<file path="config.mk">
export PLATFORM = sky130hd
export DESIGN_NAME = alu_sequencer
export DESIGN_NICKNAME = d
export VERILOG_FILES = /design/src/rtl/alu_sequencer_pkg.sv /design/src/rtl/alu_sequencer.sv
export SDC_FILE = /design/constraint.sdc
export NUM_CORES = 1
export LEC_CHECK = 0
export ABC_AREA = 1
export CAP_MARGIN = 20
export CORE_UTILIZATION = 25
export DETAILED_ROUTE_END_ITERATION = 10
export SLEW_MARGIN = 20
export SYNTH_ARGS = -nofsm -noshare
export SYNTH_HDL_FRONTEND = slang
export SYNTH_SLANG_ARGS = --single-unit
</file>
<file path="constraint.sdc">
create_clock -name Clk -period 3.01 [get_ports Clk]
set_clock_uncertainty 0.1 [all_clocks]
set_input_delay 0.903 -clock Clk [delete_from_list [all_inputs] [get_ports Clk]]
set_output_delay 0.903 -clock Clk [all_outputs]
set_load 0.02 [all_outputs]
</file>
<file path="src/rtl/alu_sequencer_pkg.sv">
// ============================================================================
// Module      : alu_sequencer_pkg
// Description : Opcode map of the external ALU, MUL macro-op code and the
//               sequencer state encoding.
// Revision    : 1.0 - initial release
// ============================================================================
`default_nettype none

package alu_sequencer_pkg;

    typedef enum logic [3:0] {
        OP_ADD = 4'd0,
        OP_SUB = 4'd1,
        OP_AND = 4'd2,
        OP_OR  = 4'd3,
        OP_XOR = 4'd4,
        OP_NOT = 4'd5,
        OP_LSH = 4'd6,
        OP_RSH = 4'd7,
        OP_SLT = 4'd8,
        OP_SEQ = 4'd9
    } op_mne;

    // ALU opcodes are contiguous from zero; anything above OP_LAST is not an ALU op.
    localparam logic [3:0] OP_LAST = OP_SEQ;
    localparam logic [3:0] MUL_OP  = 4'b1111;

    typedef enum logic [2:0] {
        ST_IDLE  = 3'd0,
        ST_EXEC  = 3'd1,
        ST_M_CHK = 3'd2,
        ST_M_ADD = 3'd3,
        ST_M_SHL = 3'd4,
        ST_M_SHR = 3'd5,
        ST_RESP  = 3'd6
    } seq_state;

endpackage

`default_nettype wire

</file>
<file path="src/rtl/alu_sequencer.sv">
// ============================================================================
// Module      : alu_sequencer
// Description : Issues requests to an external combinational ALU and returns
//               registered responses; adds a shift-and-add MUL macro-op.
// Revision    : 1.0 - initial release
// ============================================================================
`default_nettype none

module alu_sequencer
    import alu_sequencer_pkg::*;
#(
    parameter int W   = 8,
    parameter int OPW = 4
) (
    input  logic           Clk,
    input  logic           Reset,
    input  logic           ReqValid,
    output logic           ReqReady,
    input  logic [OPW-1:0] ReqOp,
    input  logic [W-1:0]   ReqA,
    input  logic [W-1:0]   ReqB,
    output logic [W-1:0]   AluA,
    output logic [W-1:0]   AluB,
    output logic [OPW-1:0] AluOp,
    input  logic [W-1:0]   AluOut,
    input  logic           AluCond,
    output logic           RspValid,
    input  logic           RspReady,
    output logic [W-1:0]   RspData,
    output logic           RspCond,
    output logic           RspErr
);

    seq_state       state;
    logic [OPW-1:0] op;
    logic [W-1:0]   acc;
    logic [W-1:0]   a;
    logic [W-1:0]   b;
    logic [W-1:0]   rsp_data;
    logic           rsp_cond;
    logic           rsp_err;

    logic accept;
    logic req_is_alu;
    logic req_is_mul;

    assign ReqReady   = (state == ST_IDLE) && !Reset;
    assign accept     = ReqValid && ReqReady;
    assign req_is_alu = (ReqOp <= OPW'(OP_LAST));
    assign req_is_mul = (ReqOp == OPW'(MUL_OP));

    assign RspValid = (state == ST_RESP);
    assign RspData  = rsp_data;
    assign RspCond  = rsp_cond;
    assign RspErr   = rsp_err;

    // The ALU idles on ADD 0,0 so it never decodes an illegal opcode.
    always_comb begin
        AluOp = OPW'(OP_ADD);
        AluA  = '0;
        AluB  = '0;
        case (state)
            ST_EXEC: begin
                AluOp = op;
                AluA  = a;
                AluB  = b;
            end
            ST_M_ADD: begin
                AluA = acc;
                AluB = a;
            end
            ST_M_SHL: begin
                AluOp = OPW'(OP_LSH);
                AluA  = a;
                AluB  = W'(1);
            end
            ST_M_SHR: begin
                AluOp = OPW'(OP_RSH);
                AluA  = b;
                AluB  = W'(1);
            end
            default: ;
        endcase
    end

    always_ff @(posedge Clk) begin
        if (Reset) begin
            state    <= ST_IDLE;
            op       <= '0;
            acc      <= '0;
            a        <= '0;
            b        <= '0;
            rsp_data <= '0;
            rsp_cond <= 1'b0;
            rsp_err  <= 1'b0;
        end else begin
            case (state)
                ST_IDLE: begin
                    if (accept) begin
                        op  <= ReqOp;
                        a   <= ReqA;
                        b   <= ReqB;
                        acc <= '0;
                        if (req_is_alu) begin
                            state <= ST_EXEC;
                        end else if (req_is_mul) begin
                            state <= ST_M_CHK;
                        end else begin
                            rsp_data <= '0;
                            rsp_cond <= 1'b0;
                            rsp_err  <= 1'b1;
                            state    <= ST_RESP;
                        end
                    end
                end
                ST_EXEC: begin
                    rsp_data <= AluOut;
                    rsp_cond <= AluCond;
                    rsp_err  <= 1'b0;
                    state    <= ST_RESP;
                end
                // Multiplier bit b[0] selects whether this round adds the shifted multiplicand.
                ST_M_CHK: begin
                    if (b == '0) begin
                        rsp_data <= acc;
                        rsp_cond <= 1'b0;
                        rsp_err  <= 1'b0;
                        state    <= ST_RESP;
                    end else if (b[0]) begin
                        state <= ST_M_ADD;
                    end else begin
                        state <= ST_M_SHL;
                    end
                end
                ST_M_ADD: begin
                    acc   <= AluOut;
                    state <= ST_M_SHL;
                end
                ST_M_SHL: begin
                    a     <= AluOut;
                    state <= ST_M_SHR;
                end
                ST_M_SHR: begin
                    b     <= AluOut;
                    state <= ST_M_CHK;
                end
                ST_RESP: begin
                    if (RspReady) begin
                        state <= ST_IDLE;
                    end
                end
                default: state <= ST_IDLE;
            endcase
        end
    end

endmodule

`default_nettype wire

</file>
==> impl_metrics.toml, run 1 <==
[clock_network]
path_clk_slew_ns = 0.08
holdBufCountCts = 0
insertion_delay_ns = 0.29
htree_levels = 2
cts_buffers = 5
cts_tree = "built"
max-clock-path-buffers = 2
clock-root-buffer = "sky130_fd_sc_hd__clkbuf_8"
cts.sink_count = 41
post-cts-setup-buffer-count = 0

[die]
placementRows = 34
fp.coreArea_um2 = 8890
fp.dieH_um = 98.6
initial_utilization = 0.262
top_level_i_o_count = 65
die_area_um2 = 9720
die_w_um = 98.6

[sta]
worst_hold_slack_ns = 0.353
final_number_of_setup_violating_endpoints = 0
final.period_utilization = 0.951
setup_total_negative_slack_ns = 0
period_needed_ns = 2.86
fmax_mhz = 349
finalMaxSlewViolations = 0
worst_slew_margin_relative_to_its_limit = 0.452
rsz0062_at_grt = "false"
max_slew.worst_pin.slew_ns = 0.821
hold_violations = 0

[detailed_routing]
detailedRoute.firstIterationViolations = 189
antenna_violating_nets_post_route = 0
number_of_vias_per_cell_after_detailed_routing = 4.54
detail_route.wirelength_um = 6580
vias = 2363
detail_route.first_pass.iterations = 5
wire_per_inst_um = 12.6
drc = 0

[global_route]
all_layer_gr_usage = 0.142
initial_antenna_violation_count = 0
grt-ovfl-total = 0
first_global_vias = 2340
grt_first_pass_wirelength_um = 10900
grt_start_max_net_pins = 30

[outcome]
status = "complete, no violations"

[synth]
synth_nets = 383
post_synth_instance_area_um2 = 2330
post_synthesis_register_bit_count = 41
yosys.cell_types.count = 29
seq_area_frac_synth = 0.352
synthesis.instances = 350
syn_area_per_cell_um2 = 6.66
ys_warn_count = 0

[placement]
sum_of_net_half_perimeters_after_detailed_placement_um = 5050
place.gp.congestion = 0.802
port_buffers = 64

[pwr]
power_mw = 2.26
irDropWorstVdd_v = 0.000203
leakage_nw = 1.43
power.density_cell_area_nw_per_um2 = 711

[run]
maxCapViolCount = 0

[critical_path]
setup.worst_path.class = "reg -> out"
timing.critical_path.arrival_ns = 1.86
rr_startpoint = "state[2]"
setup.worst_path.start = "state[0]"
cp.required_ns = 2.01
cp_max_fo = 13
critical_path.endpoint_type = "output port"
setup.worst_path.start_class = "register"

[finish]
area_growth_pct = 36.4
diode_count = 0
post_route_cells_drive_above_1_share = 0.119
nets = 445

[hold_path]
hold_path.class = "reg -> reg"
hold_start = "op[0]"
-- sequential cells by signal, indices dropped and copies added, names as in the netlist --
register  cells
op            4
a             8
state         3
b             8
RspCond       1
RspData       8
acc           8
RspErr        1
-- synthesized netlist by cell type (all sizes together) --
master  count  area [um^2]
nand2      97          419
o21ai      56          295
inv        43          164
nor2       43          199
dfxtp      41          821
a21oi      24          128
nand3      16          103
buf        10         80.1
o211ai     10         75.1
clkbuf      6         22.5
and2        1         8.76
and3        1         6.26
nand4       1         6.26
nor3        1         5.00
-- layer usage --
layer  vias up  routed length, um  global-route usage
li1       1240                  -                   -
met1      1042               3160               0.191
met2        73               2990               0.231
met3         8                364              0.0298
met4         0                 77              0.0356
met5         -                  0                   0
-- through the flow --
| step | util | instance area (um^2) | worst slack [ns] | cells |
|---|---|---|---|---|
| detailed placement | 0.345 | 3070 | -0.0885 | 513 |
| finish | 0.358 | 3180 | 0.149 | 521 |
| floorplan | - | 2330 | 0.654 | 350 |
| CTS | 0.356 | 3170 | 0.00718 | 521 |
| global route | 0.358 | 3180 | 0.00727 | 521 |
| global placement | 0.345 | 3070 | -0.0808 | 513 |
-- path summary, 6_finish.rpt --
| check | endpoint | slack, ns | depth (start not counted) |
|---|---|---|---|
| max | AluA[0] | 0.15 | 7 |
| min | op[0] | 0.35 | 2 |
| max reg2reg | RspData[0] | 1.25 | 8 |
| min reg2reg | op[0] | 0.35 | 2 |
-- report_power, final --
| group | switching [mW] | internal [mW] | total (mW) |
|---|---|---|---|
| Combinational | 0.645 | 0.399 | 1.04 |
| Clock | 0.191 | 0.270 | 0.462 |
| Sequential | 0.0852 | 0.671 | 0.756 |
| Total | 0.922 | 1.34 | 2.26 |
-- cell usage in the layout (no fill, tap or decap), drive strengths merged --
cell type,count
nor3,1
o21ai,56
nand2,97
dfxtp,41
and2,1
a21oi,24
dlymetal6s2s,4
and3,1
nand4,1
clkbuf,7
dlygate4sd2,14
clkdlybuf4s50,44
clkdlybuf4s15,2
bufinv,1
inv,43
nor2,43
buf,7
nand3,16
o211ai,10
-- timing repair --
action	in CTS	in global routing
endpoints found under the hold margin	0	0
setup endpoints to repair	16	6
gates resized for setup	17	6
gates cloned	0	0
-- final cells by class --
cell class              instances  area [um^2]
well taps                     108          135
clock inverters                 1         30.0
repair buffers                 71          698
inverters                      43          164
clock buffers                   7         86.3
fillers                       948         5710
multi-input cells             250         1250
flip-flops and latches         41          821
-- logic make-up after synthesis --
| family | after synthesis | share of synthesized area |
|---|---|---|
| AO/OA/AOI/OAI | 90 | 0.214 |
| AND/OR/NAND/NOR | 160 | 0.320 |
| flip-flops | 41 | 0.352 |
| buffers and inverters | 59 | 0.114 |
-- worst max-delay path, stage by stage, from the launching register on --
cell and delay [ns]:
sky130_fd_sc_hd__dfxtp_1 0.44, sky130_fd_sc_hd__inv_2 0.08, sky130_fd_sc_hd__nor2_4 0.17, sky130_fd_sc_hd__nand2_4 0.14
sky130_fd_sc_hd__nand2_2 0.18, sky130_fd_sc_hd__nand2_1 0.07, sky130_fd_sc_hd__o211ai_1 0.11, sky130_fd_sc_hd__dlygate4sd2_1 0.36
No activity file was read; power rests on OpenSTA's default activity.
==> inputs of run 2 (changes only) <==
==> constraint.sdc (replaced) <==
create_clock -name Clk -period 3.01 [get_ports Clk]
set_clock_uncertainty 0.1 [all_clocks]
set_input_delay 0.602 -clock Clk [delete_from_list [all_inputs] [get_ports Clk]]
set_output_delay 0.602 -clock Clk [all_outputs]
set_load 0.02 [all_outputs]
==> run 2 against run 1 <==
  * Combinational power about the same
  * Routed wire length decreased by 1.1%
  * Design area increased by 0.12%
  * Clock power increased by 1%
  * Sequential cell count unchanged
  * First-iteration DRC count decreased by 23%
  * Register-to-register slack about the same
  * Final cell count decreased by 0.38%
  * Worst hold slack improved by 0.010 ns
  * Die area unchanged
  * Clock-buffer cell count decreased by 1
  * Critical endpoint is now AluB[5]
==> impl_metrics.toml, run 2 (synthesis results as in run 1) <==
[detailed_routing]
vias = 2359
drc = 0
detail_route.first_pass.iterations = 4
detail_route.wirelength_um = 6510
number_of_vias_per_cell_after_detailed_routing = 4.55
antenna_violating_nets_post_route = 0
wire_per_inst_um = 12.5
detailedRoute.firstIterationViolations = 146

[sta]
fmax_mhz = 347
max_slew.worst_pin.slew_ns = 0.471
final_number_of_setup_violating_endpoints = 0
finalMaxSlewViolations = 0
period_needed_ns = 2.88
worst_slew_margin_relative_to_its_limit = 0.685
hold_violations = 0
setup_total_negative_slack_ns = 0
rsz0062_at_grt = "false"
final.period_utilization = 0.956

[run]
maxCapViolCount = 0

[global_route]
first_global_vias = 2232
grt_first_pass_wirelength_um = 10800
all_layer_gr_usage = 0.139
initial_antenna_violation_count = 0
grt_start_max_net_pins = 27
grt-ovfl-total = 0

[placement]
place.gp.congestion = 0.826
sum_of_net_half_perimeters_after_detailed_placement_um = 5070
port_buffers = 64

[die]
initial_utilization = 0.262
fp.dieH_um = 98.6
die_area_um2 = 9720
placementRows = 34
top_level_i_o_count = 65
die_w_um = 98.6
fp.coreArea_um2 = 8890

[critical_path]
setup.worst_path.start = "state[2]"
cp_slowest_stage_delay_ns = 0.64
setup.worst_path.class = "reg -> out"
cp_max_fo = 15
slowest_stage = "sky130_fd_sc_hd__clkdlybuf4s50_1"
timing.critical_path.arrival_ns = 2.18
cell_by_cell_trace_of_the_critical_path = "inv_2 -> nand3_2 -> inv_1 -> buf_4 -> nand2_1 -> o21ai_0 -> clkdlybuf4s50_1"
critical_path.endpoint_type = "output port"
rr_startpoint = "state[2]"
setup.worst_path.start_class = "register"
cp.required_ns = 2.31

[clock_network]
insertion_delay_ns = 0.30
post-cts-setup-buffer-count = 0
cts_tree = "built"
path_clk_slew_ns = 0.08
holdBufCountCts = 0
cts_buffers = 5
htree_levels = 2
cts.sink_count = 41
clock-root-buffer = "sky130_fd_sc_hd__clkbuf_8"
max-clock-path-buffers = 2

[pwr]
leakage_nw = 1.43
power_mw = 2.28
irDropWorstVdd_v = 0.000265
power.density_cell_area_nw_per_um2 = 714

[finish]
diode_count = 0
post_route_cells_drive_above_1_share = 0.117
layout.filler_cells = 961
final_util = 0.358
mostFrequentLayoutCells = "86 x sky130_fd_sc_hd__nand2_1, 56 x sky130_fd_sc_hd__clkdlybuf4s50_1, 46 x sky130_fd_sc_hd__o21ai_0"
nets = 443
area_growth_pct = 36.6
layout_commonest_cell = "sky130_fd_sc_hd__nand2_1"

[hold_path]
hold_path.class = "reg -> reg"
hold_start = "op[1]"

[outcome]
status = "complete, no violations"
==> run 2: final timing paths <==
kind | endpoint | slack, ns | cells past startpoint
setup / recovery | AluB[5] | 0.13 | 7
hold / removal | op[1] | 0.36 | 2
setup reg to reg | RspData[0] | 1.26 | 8
hold reg to reg | op[1] | 0.36 | 2
==> run 2: worst max-delay path, delay by kind of cell (launching register included) <==
kind / cells / cell delay [ns]
compound gates: 1 / 0.10
buf+inv: 4 / 1.13
flops: 1 / 0.37
simple gates: 2 / 0.28
==> run 2: metal layers <==
metal	vias to the layer above	wire, um	share of wire	GRT usage
met5	-	0	0	0
met4	0	81	0.012	0.0390
met3	9	244	0.037	0.0291
met2	50	2920	0.45	0.221
met1	1061	3260	0.50	0.191
li1	1239	-	-	-
==> run 2: power by group <==
group / internal, mW / switching, mW / leakage [nW] / total [mW]
clock network: 0.270 / 0.199 / 0.0574 / 0.468
logic: 0.407 / 0.645 / 1.04 / 1.05
registers: 0.671 / 0.0844 / 0.336 / 0.755
total: 1.35 / 0.928 / 1.43 / 2.28
==> run 2: stage by stage <==
step                      std cells  setup WS (ns)  cell area [um^2]  hold slack, ns
after floorplan                 350          0.955              2330           0.325
after global placement          511          0.389              3040           0.345
after detailed placement        511          0.303              3040           0.352
after CTS                       519         0.0868              3170           0.364
after global routing            519         0.0134              3190           0.389
final                           519          0.132              3190           0.363
==> run 2: timing repair <==
item                                    4_1_cts  5_1_grt
hold endpoints to repair                      0        0
endpoints found under the setup margin        4        8
gates resized for setup                       1        8
pin swaps                                     0        0
==> run 2: final cells by class <==
class	instances	area, um^2	share of cell area
Clock buffer	6	82.6	0.0259
Multi-Input combinational cell	250	1250	0.392
Clock inverter	2	37.5	0.0118
Timing Repair Buffer	69	698	0.219
Sequential cell	41	821	0.258
Inverter	43	164	0.0515
Tap cell	108	135	0.0424
==> inputs of run 3 (changes only) <==
Settings changed: CTS_BUF_LIST set to sky130_fd_sc_hd__clkbuf_4 sky130_fd_sc_hd__clkbuf_8.
==> results of run 3 <==
Same layout as run 2: the final DEF is identical, and so are final timing and power.
